File: src/rtl/lbist_pkg.sv
// Shared LBIST definitions: session states, MISR/LFSR tap mask, seed values
// and the single-step MISR compression function.
package lbist_pkg;

  typedef enum logic [2:0] {
    IDLE,
    SEED,
    RUN,
    COMPARE,
    DONE
  } state_t;

  // Feedback taps at bits 7,5,4,3, shared by the pattern generator and the MISR
  localparam logic [7:0] TAP_MASK  = 8'hB8;
  localparam logic [7:0] LFSR_SEED = 8'hFF;
  localparam logic [7:0] MISR_SEED = 8'h00;

  function automatic logic [7:0] misr_step(input logic [7:0] m, input logic [7:0] d);
    return {m[6:0], ^(m & TAP_MASK)} ^ d;
  endfunction

endpackage

File: src/rtl/lbist_misr8.sv
// 8-bit multiple-input signature register; clr reseeds, en folds in one response.
module misr8
  import lbist_pkg::*;
(
  input  logic       clk,
  input  logic       reset,
  input  logic       clr,
  input  logic       en,
  input  logic [7:0] d,
  output logic [7:0] q
);

  always_ff @(posedge clk) begin
    if (reset || clr) q <= MISR_SEED;
    else if (en)      q <= misr_step(q, d);
  end

endmodule

File: src/rtl/lbist_ctrl.sv
// LBIST session controller: seeds the generator, runs PAT_CNT patterns into a MISR,
// compares against GOLDEN_SIG. Define LBIST_CTRL_SIG_OUT_EN to expose the MISR as signature.
module lbist_ctrl
  import lbist_pkg::*;
#(
  parameter int unsigned PAT_CNT    = 255,
  parameter logic [7:0]  GOLDEN_SIG = 8'h00
) (
  input  logic       clk,
  input  logic       reset,
  input  logic       start,
  input  logic [7:0] cut_resp,
  output logic       lfsr_rst,
  output logic       busy,
  output logic       done,
  output logic       pass
`ifdef LBIST_CTRL_SIG_OUT_EN
  , output logic [7:0] signature
`endif
);

  // Terminal count is PAT_CNT-1 so a 16-bit counter never wraps for PAT_CNT=65535
  localparam logic [15:0] LAST = 16'(PAT_CNT - 1);

  state_t      state_q, state_d;
  logic [15:0] cnt_q;
  logic        pass_q;
  logic [7:0]  misr_q;

  always_ff @(posedge clk) begin
    if (reset) begin
      state_q <= IDLE;
      cnt_q   <= '0;
      pass_q  <= 1'b0;
    end else begin
      state_q <= state_d;
      if (state_q == SEED)     cnt_q  <= '0;
      else if (state_q == RUN) cnt_q  <= cnt_q + 16'd1;
      if (state_q == COMPARE)  pass_q <= (misr_q == GOLDEN_SIG);
    end
  end

  always_comb begin
    state_d  = state_q;
    lfsr_rst = 1'b1;
    busy     = 1'b0;
    done     = 1'b0;
    unique case (state_q)
      IDLE:    if (start) state_d = SEED;
      SEED: begin
        busy    = 1'b1;
        state_d = RUN;
      end
      RUN: begin
        busy     = 1'b1;
        lfsr_rst = 1'b0;
        if (cnt_q == LAST) state_d = COMPARE;
      end
      COMPARE: begin
        busy    = 1'b1;
        state_d = DONE;
      end
      DONE: begin
        done = 1'b1;
        if (start) state_d = SEED;
      end
      default: state_d = IDLE;
    endcase
  end

  assign pass = pass_q;

  misr8 u_misr (
    .clk   (clk),
    .reset (reset),
    .clr   (state_q == SEED),
    .en    (state_q == RUN),
    .d     (cut_resp),
    .q     (misr_q)
  );

`ifdef LBIST_CTRL_SIG_OUT_EN
  assign signature = misr_q;
`endif

endmodule

File: config.mk
export PLATFORM = sky130hd
export DESIGN_NAME = lbist_ctrl
export DESIGN_NICKNAME = d
export VERILOG_FILES = /design/src/rtl/lbist_pkg.sv /design/src/rtl/lbist_misr8.sv /design/src/rtl/lbist_ctrl.sv
export SDC_FILE = /design/constraint.sdc
export NUM_CORES = 1
export LEC_CHECK = 0
export BUFFER_PORTS_ARGS = -buffer_cell sky130_fd_sc_hd__buf_4
export CORE_ASPECT_RATIO = 0.8
export CORE_MARGIN = 2
export CORE_UTILIZATION = 52
export DETAILED_ROUTE_END_ITERATION = 16
export PLACE_DENSITY = 0.68
export REMOVE_ABC_BUFFERS = 1
export SLEW_MARGIN = 20
export SYNTH_ARGS = -nofsm -noshare
export SYNTH_HDL_FRONTEND = slang
export SYNTH_SLANG_ARGS = --single-unit
File: constraint.sdc
create_clock -name clk -period 2.1 [get_ports clk]
set_clock_uncertainty 0.1 [all_clocks]
set_input_delay 0.525 -clock clk [delete_from_list [all_inputs] [get_ports clk]]
set_output_delay 0.525 -clock clk [all_outputs]
set_load 0.1 [all_outputs]
Word level (Yosys, flattened, before mapping):

Cells that the tools add are included.

* bitwise operators: 1
* multiplexer cells: 6
* add/subtract/negate cells: 1
* equal/unequal tests: 7
* reduce and logical (&&, ||, !) cells: 8

Operators by type and width (number)
* 16-bit by 1-bit adder with 16-bit output, second input constant: 1
* 16-bit by 8-bit equality test with 1-bit output, second input constant: 1
* 3-bit one-hot mux with 4 select lines: 1
* 8-bit zero test: 1
* 8-bit parity: 1
* 8-bit XOR: 1
* 3-bit by 2-bit equality test with 1-bit output, second input constant: 2
* 3-bit two-way mux: 2
* 2-bit OR reduction: 2
* 3-bit by 1-bit equality test with 1-bit output, second input constant: 1
* 3-bit equality test, second input constant: 1
* 3-bit zero test: 1
* 1-bit two-way mux: 3
* 3-bit OR reduction: 1
* 2-bit by 1-bit != test with 1-bit output, second input constant: 1
* 2-bit != test, second input constant: 1
* 2-bit AND reduction: 1
* 1-bit logical OR: 1

* register bits after elaboration: 28
* input port bits: 11

Longest topological paths before layout:

* depth in word-level cells: 4
* mapped depth: 6

Cells and area by module:

From an unflattened synthesis, not the netlist that was laid out.

* cells, all modules: 162
* area, all modules: 1401.3 um^2

Modules (own cells, without submodules)
* lbist_ctrl: times used 1, area each 1006.0 um^2, cells an instance 121
* misr8: times used 1, area each 395.4 um^2, cells an instance 41

Least setup slack after synthesis:

No wires, ideal clock.

* path type: flip-flop to output port
* start: register state_q[0]
* end: output port busy
* data arrival time: 1.720 ns
* setup slack: -0.245 ns
* stages on the path, launching flop included: 3
* path buffers: 0
* path through: dfxtp_1 nor2_1 nor2_1

* cells in the longest elaborated chain, start to end: 3
* elaborated cells on any way between the ends: 5
* classes of those cells: 3 x eq/ne; 1 x mux; 1 x reduce/logical

RTL lines
* from (decl): RTL line lbist_ctrl.sv:25 `state_t state_q, state_d;`
* from (signal assigned): RTL line lbist_ctrl.sv:36 `state_q <= state_d;`
* 3-bit by 2-bit equality test with 1-bit output or 3-bit by 1-bit equality test with 1-bit output (tied branches): RTL line lbist_ctrl.sv:48 `unique case (state_q)`
* 3-bit OR reduction (no source line) (*)
* 1-bit two-way mux (*): RTL line lbist_ctrl.sv:48
* to (decl): RTL line lbist_ctrl.sv:14 `output logic busy,`

Mark *: on every way between the ends. The rest lies on a longest branch, timed or not.

Worst setup path in the final report:

* start: register state_q[1]
* end: output port lfsr_rst

* cells in the longest elaborated chain, start to end: 2

RTL lines
* 3-bit by 2-bit equality test with 1-bit output: RTL line lbist_ctrl.sv:48
* 1-bit two-way mux: RTL line lbist_ctrl.sv:48
* to (decl): RTL line lbist_ctrl.sv:13 `output logic lfsr_rst,`

No other way between the ends.

==> summary.md <==
| Metric | Value |
|---|---|
| Layout cell share with drive strength beyond 1 | around 17% |
| Sequential area share after synthesis | a little over two fifths |
| Fmax | 502 MHz |
| Routed via count | 1089 |
| Clock Pin Slew Worst Setup and Hold Paths | 0.14 ns |
| Die Area | 2930 um2 |
| CTS Buf Count | 3 |
| Area leader, netlist | dfxtp_1 |
| Final setup vio count | 0 |
| Clock Tree Buf Depth | 2 |
| All-layer global routing usage | 19.2% |
| Cells after Synth | ~150 |
| Worst EP required | approximately 1.5 ns |
| Antenna violations before repair | 0 |
| Slew HR | about three fifths |
| WL/cell | 12.4 um |
| Primary FF master, synth | dfxtp_1 |
| # diodes | 0 |
| Critical path type | reg2out |
| Met2 WL | about 1100 um |
| Vias in the first global route | 981 |
| Sequential Power Share | 56.2% |
| Overall power | 1.02 mW |
| Synth-to-Final Area Change | 15.4% |
| Min-Delay Startpoint | reset |
| Worst Max-Slew Pin Slew | approximately 0.58 ns |
| Worst Setup End Kind | primary output |
| Ranking of synthesized cells by area | dfxtp_1 (43%), xnor2_1 (9.4%), nor2_1 (6.0%), a211oi_1 (5.2%), xor2_1 (4.0%) |
| DP Area | between 1000 and 1500 um2 |
| CTS Hold Bufs | 0 |
| Pwr dens | a little under 700 nW/um2 |
| Crit path arrival time | 1.37 ns |
| Sequential Area | 564 um2 |
| Worst Setup Start Kind | flip-flop |
| Syn. warnings | 0 |
| Via/cell ratio | 5.36 |
| Post-DRT Antenna Nets | 0 |
| Fill count | 223 |
| Final Hold Viols | 0 |
| R2R Path Start | cnt_q[1]$_SDFFE_PP0P_ |
| Net Switching | 290 uW |
| Min Hold Slack | 0.267 ns |
| Post-synth EDFFs | 0 |
| Min Tclk post-route | about 2 ns |
| Postcts setup bufs | 0 |
| Starting Density | a little over half |
| Total grt overflow | 0 |
| Status | complete, no violations |
| Max-slew violations | 0 |
| DRC Markers | 0 |
| Distinct cells, synth | 30 |
| Post-synth ARST share | 0% |
| Final Wtd Congestion | 0.809 |
| CORE AREA | 2420 um2 |
| Multi-input gate area | 706 um2 |
| Max-Cap Viols | 0 |
| Pint | between 700 and 800 uW |
| Largest net degree at the start of global routing | 21 |
| First-pass GRT wire length | about 4300 um |
| Peak VDD IR | between 0.0003 and 0.0004 V |
| CTS root buf | clkbuf_4 |
| Detailed placer's ending HPWL | 1810 um |
| RSZ-0062 raised after global routing | no |
| Finished Cell Area | 1510 um2 |
| Highest metal used | met4 |
| # IOs | 15 |
| Chip Width | 60.1 um |
| Clk network pwr share | 25.4% |
| FP Rows | 16 |
| Worst skew pair latency | 0.33 ns |
| Pleak | 0.507 nW |
| Seq cells post-synth | 28 |
| Die Span Y | approximately 49 um |
| CTS tree | built |
| DR pass1 iterations | 4 |
| Final period util | 94.9% |
| Top cells by count, synth | dfxtp_1 (28), nor2_1 (21), xnor2_1 (14), nand2_1 (10), a211oi_1 (9) |
| CP startpoint | state_q[1]$_SDFFE_PP0P_ |
| Worst hold-check path type | in2reg |
| Synth top area share | a little over two fifths |
| Mean Syn Cell Area | 8.66 um2 |
| Combinational power share | 18.4% |
| Final core utilization | 62.3% |
| Htree depth | 1 |
| Wire length on met3 | 123 um |
| Nets@finish | 182 |
| Post-Syn Area | 1310 um2 |
| Met1 wire length | 1300 um |
| Sw frac | 28.3% |
| Maximum fanout along the worst path | 14 |
| Port Buffers | 14 |
| WL final | 2530 um |
| Clk sink count | 28 |
| Initial drt markers | 53 |
| Top-count cell post-synth | dfxtp_1 |
## cells in the final DEF, fill, tap and decap left out, drive strengths merged
cell    count
nand3       5
o21ai       5
buf        18
nand4       3
nand4b      3
nand3b      3
nor3b       1
a211oi      9
dfxtp      28
nand2      10
and4        1
xnor2      14
or4         2
nor4b       1
inv         5
clkbuf      4
o31ai       1
nor3        5
a21o        1
or3         3
xor2        6
nand2b      1
a21oi       8
and3        1
nor4        4
ha          3
and2        1
nor2       21
## layer usage
layer | track usage [%] | vias up
li1 | - | 567
met1 | 29.6 | 495
met2 | 26.1 | 25
met3 | 5.57 | 2
met4 | 4.44 | 0
met5 | 0 | -
## area by class of cell
class                   instances  share of cell area (%)
flip-flops and latches         28                    37.4
repair buffers                 18                    9.20
clock buffers                   4                    2.40
inverters                       5                    1.24
well taps                      36                    2.99
multi-input cells             112                    46.8
## cell families (layout without fill, tap and decap cells)
logic type / count (synthesis) / after routing / share of synthesized area [%]
flip-flops: 28 / 28 / 42.9
adder cells (fa/ha/maj): 3 / 3 / 2.87
buffers and inverters: 11 / 27 / 3.16
XOR/XNOR: 20 / 20 / 13.4
AO/OA/AOI/OAI: 24 / 24 / 11.3
AND/OR/NAND/NOR: 65 / 65 / 26.4
## state kept, by name (all words and copies together) (netlist names)
| signal | cells |
|---|---|
| cnt_q | 16 |
| u_misr.q | 8 |
| state_q | 3 |
| pass | 1 |
## worst max-delay path, cell delays in order (launching register included)
cell     delay, ns
dfxtp_2       0.39
nor3b_2       0.21
inv_2         0.05
buf_4         0.18
buf_6         0.19
## metrics by stage
stage	cells	setup TNS, ns	setup WS [ns]
final	203	0	0.107
after global placement	199	0	0.249
after floorplan	145	-5.25	-0.786
after detailed placement	199	0	0.174
after CTS	203	0	0.0261
after global routing	203	0	0.00430
## power by group through the flow
stage	sequential (mW)	clock [mW]	combinational [mW]
2_1_floorplan	0.585	0	0.131
3_3_place_gp	0.584	0	0.184
3_5_place_dp	0.586	0	0.187
4_1_cts	0.575	0.276	0.189
5_1_grt	0.579	0.298	0.210
6_report	0.575	0.260	0.189
## worst paths after layout
check                           cells after the start  slack (ns)                      end
worst max-delay path                                4        0.11                 lfsr_rst
worst min-delay path                                2        0.27  state_q[2]$_SDFFE_PP0P_
worst max register to register                      5        0.16   cnt_q[14]$_SDFFE_PP0P_
worst min register to register                      2        0.37        pass$_SDFFE_PP0P_
## what timing repair did
item | in CTS | in global routing
pin swaps | 0 | 1
setup endpoints to repair | 1 | 1
cloned | 0 | 0
gates resized for setup | 1 | 3
No activity file was read; power rests on OpenSTA's default activity.
